$ cat src/rtl/rs232_recv.sv
// rs232_recv: 8N1 serial receiver with 2-flop input synchronizer, 4-entry
// output FIFO and registered active-low CTS flow control.  Rev 1.0
`default_nettype none

module rs232_recv #(
  parameter int CLOCK_FREQ = 133000000,
  parameter int BAUD_RATE  = 12000000,
  parameter int DIV        = (CLOCK_FREQ + BAUD_RATE / 2) / BAUD_RATE
) (
  input  logic       clock,
  input  logic       resetn,
  input  logic       rs232_txd,
  output logic       rs232_ctsn,
  output logic [7:0] data,
  output logic       valid,
  input  logic       ready,
  output logic       frame_error,
  output logic       overrun
);

  localparam int CW = $clog2(DIV);
  localparam logic [CW-1:0] C_FULL_LOAD = CW'(DIV - 1);
  localparam logic [CW-1:0] C_HALF_LOAD = CW'(DIV / 2 - 1);

  typedef enum logic [2:0] {
    S_IDLE  = 3'd0,
    S_START = 3'd1,
    S_DATA  = 3'd2,
    S_STOP  = 3'd3,
    S_BREAK = 3'd4
  } state_t;

  logic          sync1_q, rxs_q;
  state_t        state_q, state_d;
  logic [CW-1:0] cnt_q, cnt_d;
  logic [2:0]    idx_q, idx_d;
  logic [7:0]    shreg_q, shreg_d;
  logic          push, ferr;

  logic [7:0]    mem_q [4];
  logic [1:0]    wr_ptr_q, rd_ptr_q;
  logic [2:0]    count_q, count_d;
  logic          ctsn_q, frame_error_q, overrun_q;
  logic          pop, full, wr_en, ovr;

  always_ff @(posedge clock or negedge resetn) begin
    if (!resetn) begin
      sync1_q <= 1'b1;
      rxs_q   <= 1'b1;
    end else begin
      sync1_q <= rs232_txd;
      rxs_q   <= sync1_q;
    end
  end

  always_ff @(posedge clock or negedge resetn) begin
    if (!resetn) begin
      state_q <= S_IDLE;
      cnt_q   <= '0;
      idx_q   <= '0;
      shreg_q <= '0;
    end else begin
      state_q <= state_d;
      cnt_q   <= cnt_d;
      idx_q   <= idx_d;
      shreg_q <= shreg_d;
    end
  end

  // A single down-counter times every wait; expiry is the cycle it reads zero.
  always_comb begin
    state_d = state_q;
    cnt_d   = cnt_q;
    idx_d   = idx_q;
    shreg_d = shreg_q;
    push    = 1'b0;
    ferr    = 1'b0;
    case (state_q)
      S_IDLE: begin
        if (!rxs_q) begin
          state_d = S_START;
          cnt_d   = C_HALF_LOAD;
        end
      end
      S_START: begin
        if (cnt_q == '0) begin
          if (!rxs_q) begin
            state_d = S_DATA;
            cnt_d   = C_FULL_LOAD;
            idx_d   = 3'd0;
          end else begin
            state_d = S_IDLE;
          end
        end else begin
          cnt_d = cnt_q - CW'(1);
        end
      end
      S_DATA: begin
        if (cnt_q == '0) begin
          shreg_d[idx_q] = rxs_q;
          cnt_d          = C_FULL_LOAD;
          if (idx_q == 3'd7) begin
            state_d = S_STOP;
          end else begin
            idx_d = idx_q + 3'd1;
          end
        end else begin
          cnt_d = cnt_q - CW'(1);
        end
      end
      S_STOP: begin
        if (cnt_q == '0) begin
          if (rxs_q) begin
            push    = 1'b1;
            state_d = S_IDLE;
          end else begin
            ferr    = 1'b1;
            state_d = S_BREAK;
          end
        end else begin
          cnt_d = cnt_q - CW'(1);
        end
      end
      S_BREAK: begin
        if (rxs_q) state_d = S_IDLE;
      end
      default: state_d = S_IDLE;
    endcase
  end

  assign valid = (count_q != 3'd0);
  assign data  = mem_q[rd_ptr_q];
  assign pop   = valid && ready;
  assign full  = (count_q == 3'd4);
  // When full, a simultaneous pop frees the slot the new byte overwrites.
  assign wr_en = push && (!full || pop);
  assign ovr   = push && full && !pop;

  always_comb begin
    count_d = count_q + {2'b00, wr_en} - {2'b00, pop};
  end

  always_ff @(posedge clock or negedge resetn) begin
    if (!resetn) begin
      for (int i = 0; i < 4; i++) mem_q[i] <= 8'h00;
      wr_ptr_q      <= 2'd0;
      rd_ptr_q      <= 2'd0;
      count_q       <= 3'd0;
      ctsn_q        <= 1'b0;
      frame_error_q <= 1'b0;
      overrun_q     <= 1'b0;
    end else begin
      if (wr_en) begin
        mem_q[wr_ptr_q] <= shreg_d;
        wr_ptr_q        <= wr_ptr_q + 2'd1;
      end
      if (pop) rd_ptr_q <= rd_ptr_q + 2'd1;
      count_q       <= count_d;
      ctsn_q        <= (count_d >= 3'd2);
      frame_error_q <= ferr;
      overrun_q     <= ovr;
    end
  end

  assign rs232_ctsn  = ctsn_q;
  assign frame_error = frame_error_q;
  assign overrun     = overrun_q;

endmodule

`default_nettype wire

$ cat config.mk
export PLATFORM = sky130hd
export DESIGN_NAME = rs232_recv
export DESIGN_NICKNAME = d
export VERILOG_FILES = /design/src/rtl/rs232_recv.sv
export SDC_FILE = /design/constraint.sdc
export NUM_CORES = 1
export LEC_CHECK = 0
export CORE_ASPECT_RATIO = 2
export CORE_UTILIZATION = 62
export CTS_BUF_LIST = sky130_fd_sc_hd__clkbuf_8
export CTS_CLUSTER_DIAMETER = 120
export CTS_CLUSTER_SIZE = 12
export DETAILED_ROUTE_END_ITERATION = 7
export PLACE_DENSITY_LB_ADDON = 0.2
export SLEW_MARGIN = 20
export SYNTH_ARGS = -nofsm -noshare
export SYNTH_HDL_FRONTEND = slang
export SYNTH_SLANG_ARGS = --single-unit
$ cat constraint.sdc
create_clock -name clock -period 3.2 [get_ports clock]
set_input_delay 0.64 -clock clock [delete_from_list [all_inputs] [get_ports clock]]
set_output_delay 0.64 -clock clock [all_outputs]
set_load 0.01 [all_outputs]
==> results of run 1 <==
## cells in the mapped netlist (3+ instances only)
library cell and number:
nor2_1 9, inv_1 8, xnor2_1 4, nand2_1 3, a22o_1 3, dfrtp_1 60, nand4_4 4, clkbuf_1 3
mux4_2 8, mux2_4 4, or2_2 7, buf_2 5, o31a_1 8, ha_1 9, mux2_2 31, nor3b_1 4
o21bai_1 9
## registers in the layout, summed over array words and instances, names as in the netlist
signal,flops
cnt_q,4
sync1_q,1
state_q,3
rxs_q,1
idx_q,3
rs232_ctsn,1
frame_error,1
overrun,1
shreg_q,8
wr_ptr_q,2
rd_ptr_q,2
count_q,3
mem_q,32
## cell families after synthesis
logic type | after synthesis
adder cells (fa/ha/maj) | 10
buffers and inverters | 21
AO/OA/AOI/OAI | 36
multiplexers | 43
AND/OR/NAND/NOR | 51
flip-flops | 62
XOR/XNOR | 5
## area by class of cell
type | instances | area [um^2] | share of cell area
Tap cell | 57 | 71.3 | 0.0201
Clock inverter | 5 | 48.8 | 0.0138
Timing Repair Buffer | 25 | 220 | 0.0621
Inverter | 8 | 30.0 | 0.00847
Sequential cell | 62 | 1550 | 0.438
Multi-Input combinational cell | 145 | 1470 | 0.415
Clock buffer | 11 | 151 | 0.0427
## worst max-delay path, cell delays in order
cell and delay, ns:
clkdlybuf4s50_1 0.42, or4b_1 0.52, nand3_2 0.11, ha_1 0.22, inv_1 0.06, ha_1 0.13
inv_1 0.05, fa_1 0.37, xnor2_1 0.15, xnor2_1 0.13, or2_2 0.27
## metal layers
metal / wire [um] / share of wire
met5: 0 / 0
met4: 208 / 0.034
met3: 236 / 0.038
met2: 3430 / 0.55
met1: 2310 / 0.37
## cell usage in the layout (no fill, tap or decap), types with 4 or more instances in the layout
cell type | Yosys | routed
clkbuf_8 | 0 | 11
mux2_4 | 4 | 4
nor2_1 | 9 | 9
xnor2_1 | 4 | 4
inv_1 | 8 | 9
or2_2 | 7 | 7
dfrtp_1 | 60 | 60
o31a_1 | 8 | 8
o21bai_1 | 9 | 9
nand4_4 | 4 | 4
mux4_2 | 8 | 8
buf_4 | 2 | 10
clkdlybuf4s50_1 | 0 | 14
mux2_2 | 31 | 31
nor3b_1 | 4 | 4
ha_1 | 9 | 9
## worst max-delay path by stage
stage	end	slack [ns]
after floorplan	rs232_ctsn	0.37
after global placement	rs232_ctsn	0.04
after detailed placement	rs232_ctsn	-0.003
after CTS	data[5]	0.35
after global routing	rs232_ctsn	0.22
final	rs232_ctsn	0.36
## stage by stage
| stage | power (W) | hold WS (ns) | area [um^2] | instances |
|---|---|---|---|---|
| 2_1_floorplan | 0.00166 | 0.344 | 3130 | 228 |
| 3_3_place_gp | 0.00182 | 0.346 | 3350 | 297 |
| 3_5_place_dp | 0.00185 | 0.347 | 3350 | 297 |
| 4_1_cts | 0.00254 | 0.312 | 3550 | 313 |
| 5_1_grt | 0.00266 | 0.344 | 3550 | 313 |
| 6_report | 0.00251 | 0.312 | 3550 | 313 |
## power by group through the flow
stage	clock, W	sequential (W)	combinational [W]
after global routing	0.000732	0.00110	0.000830
after CTS	0.000701	0.00108	0.000760
final	0.000681	0.00108	0.000753
after detailed placement	0	0.00109	0.000757
after floorplan	0	0.000986	0.000670
after global placement	0	0.00109	0.000733
==> run_results.csv, run 1 <==
group,metric,value,unit
status,status,"complete, no violations",
synthesis,yosysTopAreaCell,"dfrtp_1",
finish,fin_util,0.729,
sta,worst_slack,0.358,ns
synthesis,ys.flop_type,"dfrtp_1",
worst_setup_path,cp_data_arrival_time,3.06,ns
worst_setup_path,end_kind,"flip-flop",
cts,cts-root-buf,"clkbuf_8",
global_route,grt_pass1_wl,9.95,mm
global_route,grt_util_all_layers,0.268,
sta,relSlewSlack,0.576,
finish,layout.nets,265,
route,via_per_inst,6.32,
cts,clockBufferDepth,2,
cts,cts_hold_buf,0,
cts,cts_buffers,9,
worst_setup_path,startpoint,"ready",
route,detail_route.first_pass.iterations,4,
synthesis,synth_seq_area_share,0.496,
sta,maxSlewViolCount,0,
route,route.detailed.wl_per_inst,19.8,um
global_route,grt.met3_usage,0.0752,
synthesis,synth_top_cells_by_area,"dfrtp_1 (48%), mux2_2 (11%), mux4_2 (5.8%), ha_1 (3.6%), nand4_4 (2.7%)",
global_route,grt_overflow,0,
synthesis,syn_nets,242,
worst_setup_path,critPathLaunchType,"input pin",
synthesis,synth_top_family_by_area,"multiplexers",
placement,place.port_buffers,15,
worst_setup_path,rrSetupSlack,0.57,ns
finish,nFillCells,328,
synthesis,synth-xor-area-share,0.0140,
sta,fin_crit,2.84,ns
synthesis,synth_adder_area_share,0.0423,
synthesis,yosysWarnings,0,
placement,hpwl,4.43,mm
worst_setup_path,worst-path-max-fanout,2,
sta,setup_violations,0,
global_route,grt_pass1_vias,2060,
cts,clock_latency,0.34,ns
synthesis,netlist-cell-type-count,55,
synthesis,synthSimpleGateAreaFrac,0.133,
die,die_w,52.3,um
placement,gp_congestion,0.807,
route,num_vias,1978,
placement,place_ws,-0.00257,ns
sta,fin_skew,0.00812,ns
synthesis,asyncSetResetFlopFracSynth,1.00,
route,dr.first_iter.drc_count,28,
synthesis,synth.avg_cell_area,13.7,um^2
cts,post_cts_buffers,0,
pwr,p_leak,1.63,nW
synthesis,synthMuxAreaShare,0.188,
pwr,swShare,0.330,
pwr,switching_power,0.000828,W
die,dieArea,0.00536,mm^2
sta,hold_viol,0,
synthesis,synth_edf_count,0,
cts,path_clk_slew,0.06,ns
sta,finalSetupTns,0,ns
global_route,antenna_found_initial,0,
die,num_rows,36,
global_route,grt.met1_usage,0.287,
flow_run,cap_viol_max_count,0,
global_route,grtUsageMet2,0.460,
die,die_y,103,um
finish,diodes,0,
global_route,top_usage_layer,"met2",
route,ant_nets,0,
worst_setup_path,crit_type,"input pin to flip-flop",
die,core_area,0.00486,mm^2
die,start_util,0.644,
hold_path,hold_path_class,"input pin to asynchronous set/reset pin",
pwr,p_int,0.00168,W
synthesis,synth_top_area_frac,0.479,
synthesis,ys_ff_latch,62,
pwr,comb_power_share,0.300,
worst_setup_path,crit_required,3.42,ns
pwr,pwr-share-clk,0.271,
sta,rsz0062_at_grt,"no",
cts,htree_levels,3,
sta,timing.fmax,352,MHz
die,pin_count,16,
route,wl,6.18,mm
synthesis,post_synth_instance_area,0.00313,mm^2
pwr,p_seq_frac,0.429,
worst_setup_path,rr_startpoint,"count_q[1]",
synthesis,synth_compound_area_frac,0.0923,
worst_setup_path,reg2regPathDepth,10,
global_route,grt_start_max_net_pins,27,
cts,cts.sinks,62,
finish,drive_gt1_frac,0.352,
route,drcViolationCount,0,
synthesis,syn_inst,228,
worst_setup_path,r2r-end,"rs232_ctsn",
cts,cts_resized,0,
sta,fin_crit_sh,0.888,
finish,synthToLayoutAreaGrowth,13.2,%
sta,worstMarginPinSlew,0.636,ns
cts,cts_tree,"done",
pwr,vdd_ir_drop_max,590,uV
pwr,powerDensity,708,mW/mm^2
(Power assumes the default switching activity.)
==> inputs of run 2 (changes only) <==
ABC_AREA = 1   (was not set)
GPL_ROUTABILITY_DRIVEN = 1   (was not set)
==> run_results.csv, run 2 <==
group,metric,value,unit
placement,hpwl,4.39,mm
global_route,grt_pass1_vias,2381,
synthesis,synth_top_cells_by_area,"dfrtp_1 (49%), nand2_1 (11%), o21ai_0 (6.7%), inv_1 (5.3%), ha_1 (3.7%)",
finish,drive_gt1_frac,0.0945,
cts,clock_latency,0.34,ns
route,route.detailed.wl_per_inst,14.6,um
cts,cts_buffers,9,
worst_setup_path,cp_data_arrival_time,2.00,ns
placement,gp_congestion,0.852,
global_route,grt_start_max_net_pins,39,
die,die_w,51.5,um
hold_path,min_to,"rxs_q",
cts,cts_tree,"done",
worst_setup_path,rr_startpoint,"cnt_q[0]",
finish,regMostFlops,"mem_q",
die,dieArea,0.00521,mm^2
finish,largest_reg_flops,32,
synthesis,asyncSetResetFlopFracSynth,1.00,
sta,fin_crit,2.64,ns
route,wl,6.36,mm
sta,rsz0062_at_grt,"no",
sta,finalSetupTns,0,ns
synthesis,post_synth_instance_area,0.00304,mm^2
global_route,grt_overflow,0,
worst_setup_path,slowest_stage,"clkdlybuf4s50_1",
pwr,p_leak,1.70,nW
sta,worstMarginPinSlew,0.858,ns
die,start_util,0.655,
worst_setup_path,crit_path_cell_trace,"inv_1 -> o21ai_0 -> o22ai_1 -> clkdlybuf4s50_1",
cts,path_clk_slew,0.07,ns
synthesis,ys_ff_latch,62,
synthesis,syn_nets,369,
placement,place_area,0.00322,mm^2
hold_path,min-delay-start,"sync1_q",
finish,nFillCells,369,
cts,cts_resized,0,
sta,hold_viol,0,
finish,fin_area,0.00340,mm^2
synthesis,synth_seq_area_share,0.511,
worst_setup_path,reg2regPathDepth,12,
sta,timing.fmax,379,MHz
synthesis,syn_inst,355,
cts,clockBufferDepth,2,
route,via_per_inst,5.59,
worst_setup_path,crit_buf_inv,2,
finish,ff_latch_area,0.00155,mm^2
synthesis,yosys.cell_count.top_type,"nand2_1",
route,dr.first_iter.drc_count,71,
worst_setup_path,critPathLaunchType,"flip-flop",
worst_setup_path,worst-path-max-fanout,9,
hold_path,hold_depth,0,
sta,relSlewSlack,0.428,
synthesis,synth_edf_count,0,
cts,cts.sinks,62,
global_route,grt_util_all_layers,0.283,
synthesis,synth_top_area_frac,0.494,
pwr,powerDensity,846,mW/mm^2
synthesis,ys.flop_type,"dfrtp_1",
die,core_area,0.00464,mm^2
finish,final_common_cell,"nand2_1",
finish,largestRegisters,"mem_q (32), shreg_q (8), cnt_q (4)",
die,num_rows,35,
cts,cts_hold_buf,0,
worst_setup_path,crit_type,"flip-flop to output pin",
route,detail_route.first_pass.iterations,4,
finish,layout.nets,390,
worst_setup_path,rrSetupSlack,0.68,ns
flow_run,cap_viol_max_count,0,
sta,fin_crit_sh,0.824,
placement,place.port_buffers,15,
pwr,vdd_ir_drop_max,652,uV
status,status,"complete, no violations",
cts,htree_levels,3,
finish,multi_input_area,0.00125,mm^2
synthesis,synthTopCellsByCount,"nand2_1 (89), dfrtp_1 (60), inv_1 (43), o21ai_0 (41), nor2_1 (26)",
cts,cts-root-buf,"clkbuf_8",
global_route,antenna_found_initial,0,
sta,setup_violations,0,
route,drcViolationCount,0,
synthesis,yosysTopAreaCell,"dfrtp_1",
die,die_y,101,um
hold_path,hold_path_class,"flip-flop to flip-flop",
sta,fin_skew,0.00694,ns
route,ant_nets,0,
synthesis,netlist-cell-type-count,27,
worst_setup_path,end_kind,"output pin",
route,num_vias,2439,
worst_setup_path,max_stage_delay,0.56,ns
worst_setup_path,crit_required,2.56,ns
finish,synthToLayoutAreaGrowth,11.6,%
cts,post_cts_buffers,0,
synthesis,yosysWarnings,0,
die,pin_count,16,
sta,maxSlewViolCount,0,
finish,diodes,0,
global_route,grt_pass1_wl,10.6,mm
finish,mostFrequentLayoutCells,"nand2_1 (89), dfrtp_1 (60), inv_1 (45), o21ai_0 (41), nor2_1 (26)",
worst_setup_path,cpLargestDelayFamily,"buffers and inverters",
synthesis,synth.avg_cell_area,8.57,um^2
worst_setup_path,r2r-end,"rs232_ctsn",
==> run 2: cell count changes after synthesis, sizes merged, moves of 23 or more <==
cell | before | now
inv | 8 | 44
mux2 | 35 | 0
nand2 | 3 | 90
nand3 | 1 | 28
nor2 | 9 | 32
o21ai | 1 | 58
==> run 2: logic make-up (layout without fill, tap and decap cells) <==
logic type / after synthesis / after routing / synth area share
fa+ha+maj: 10 / 10 / 0.0436
simple gates: 154 / 154 / 0.234
buf+inv: 53 / 79 / 0.0765
xor+xnor: 5 / 5 / 0.0144
flops: 62 / 62 / 0.511
compound gates: 71 / 71 / 0.120
==> run 2: how the worst max path moves through the flow <==
stage | startpoint | to | slack [ns] | depth (start not counted)
6_report | rd_ptr_q[1] | data[5] | 0.56 | 4
4_1_cts | rd_ptr_q[1] | data[5] | 0.55 | 4
3_3_place_gp | ready | rs232_ctsn | 0.53 | 10
5_1_grt | rd_ptr_q[1] | data[5] | 0.48 | 4
3_5_place_dp | ready | rs232_ctsn | 0.47 | 10
2_1_floorplan | ready | rs232_ctsn | 0.81 | 10
==> run 2: worst register-to-register path: cells and delay by family, from the launching register on <==
kind	cells	cell delay (ns)
simple gates	5	0.84
flops	1	0.40
fa+ha+maj	4	1.02
buf+inv	3	0.20
==> run 2: final cells by class <==
cell class / count / share of cell area
Clock buffer: 11 / 0.0446
Clock inverter: 5 / 0.00774
Inverter: 44 / 0.0486
Sequential cell: 62 / 0.458
Tap cell: 55 / 0.0203
Timing Repair Buffer: 19 / 0.0516
Multi-Input combinational cell: 240 / 0.370
==> run 2: stage by stage <==
stage                     worst slack (ns)  utilization  cells  total power, W  hold slack, ns
after global routing                 0.480        0.732    436         0.00307           0.362
after CTS                            0.553        0.732    436         0.00288           0.357
after global placement               0.526        0.693    420         0.00222           0.347
after floorplan                      0.812            -    355         0.00187           0.344
after detailed placement             0.468        0.693    420         0.00226           0.348
final                                0.562        0.732    436         0.00287           0.356
==> run 2: per-layer routing <==
layer / track usage / part of all wire
met3: 0.0603 / 0.038
met2: 0.497 / 0.54
met5: 0 / 0
met1: 0.307 / 0.39
met4: 0.150 / 0.028
==> run 2: where the power goes <==
| part | leakage [nW] | internal [W] | switching (W) |
|---|---|---|---|
| clock | 0.102 | 0.000316 | 0.000298 |
| sequential | 0.823 | 0.000932 | 0.000138 |
| combinational | 0.771 | 0.000466 | 0.000724 |
| total | 1.70 | 0.00171 | 0.00116 |
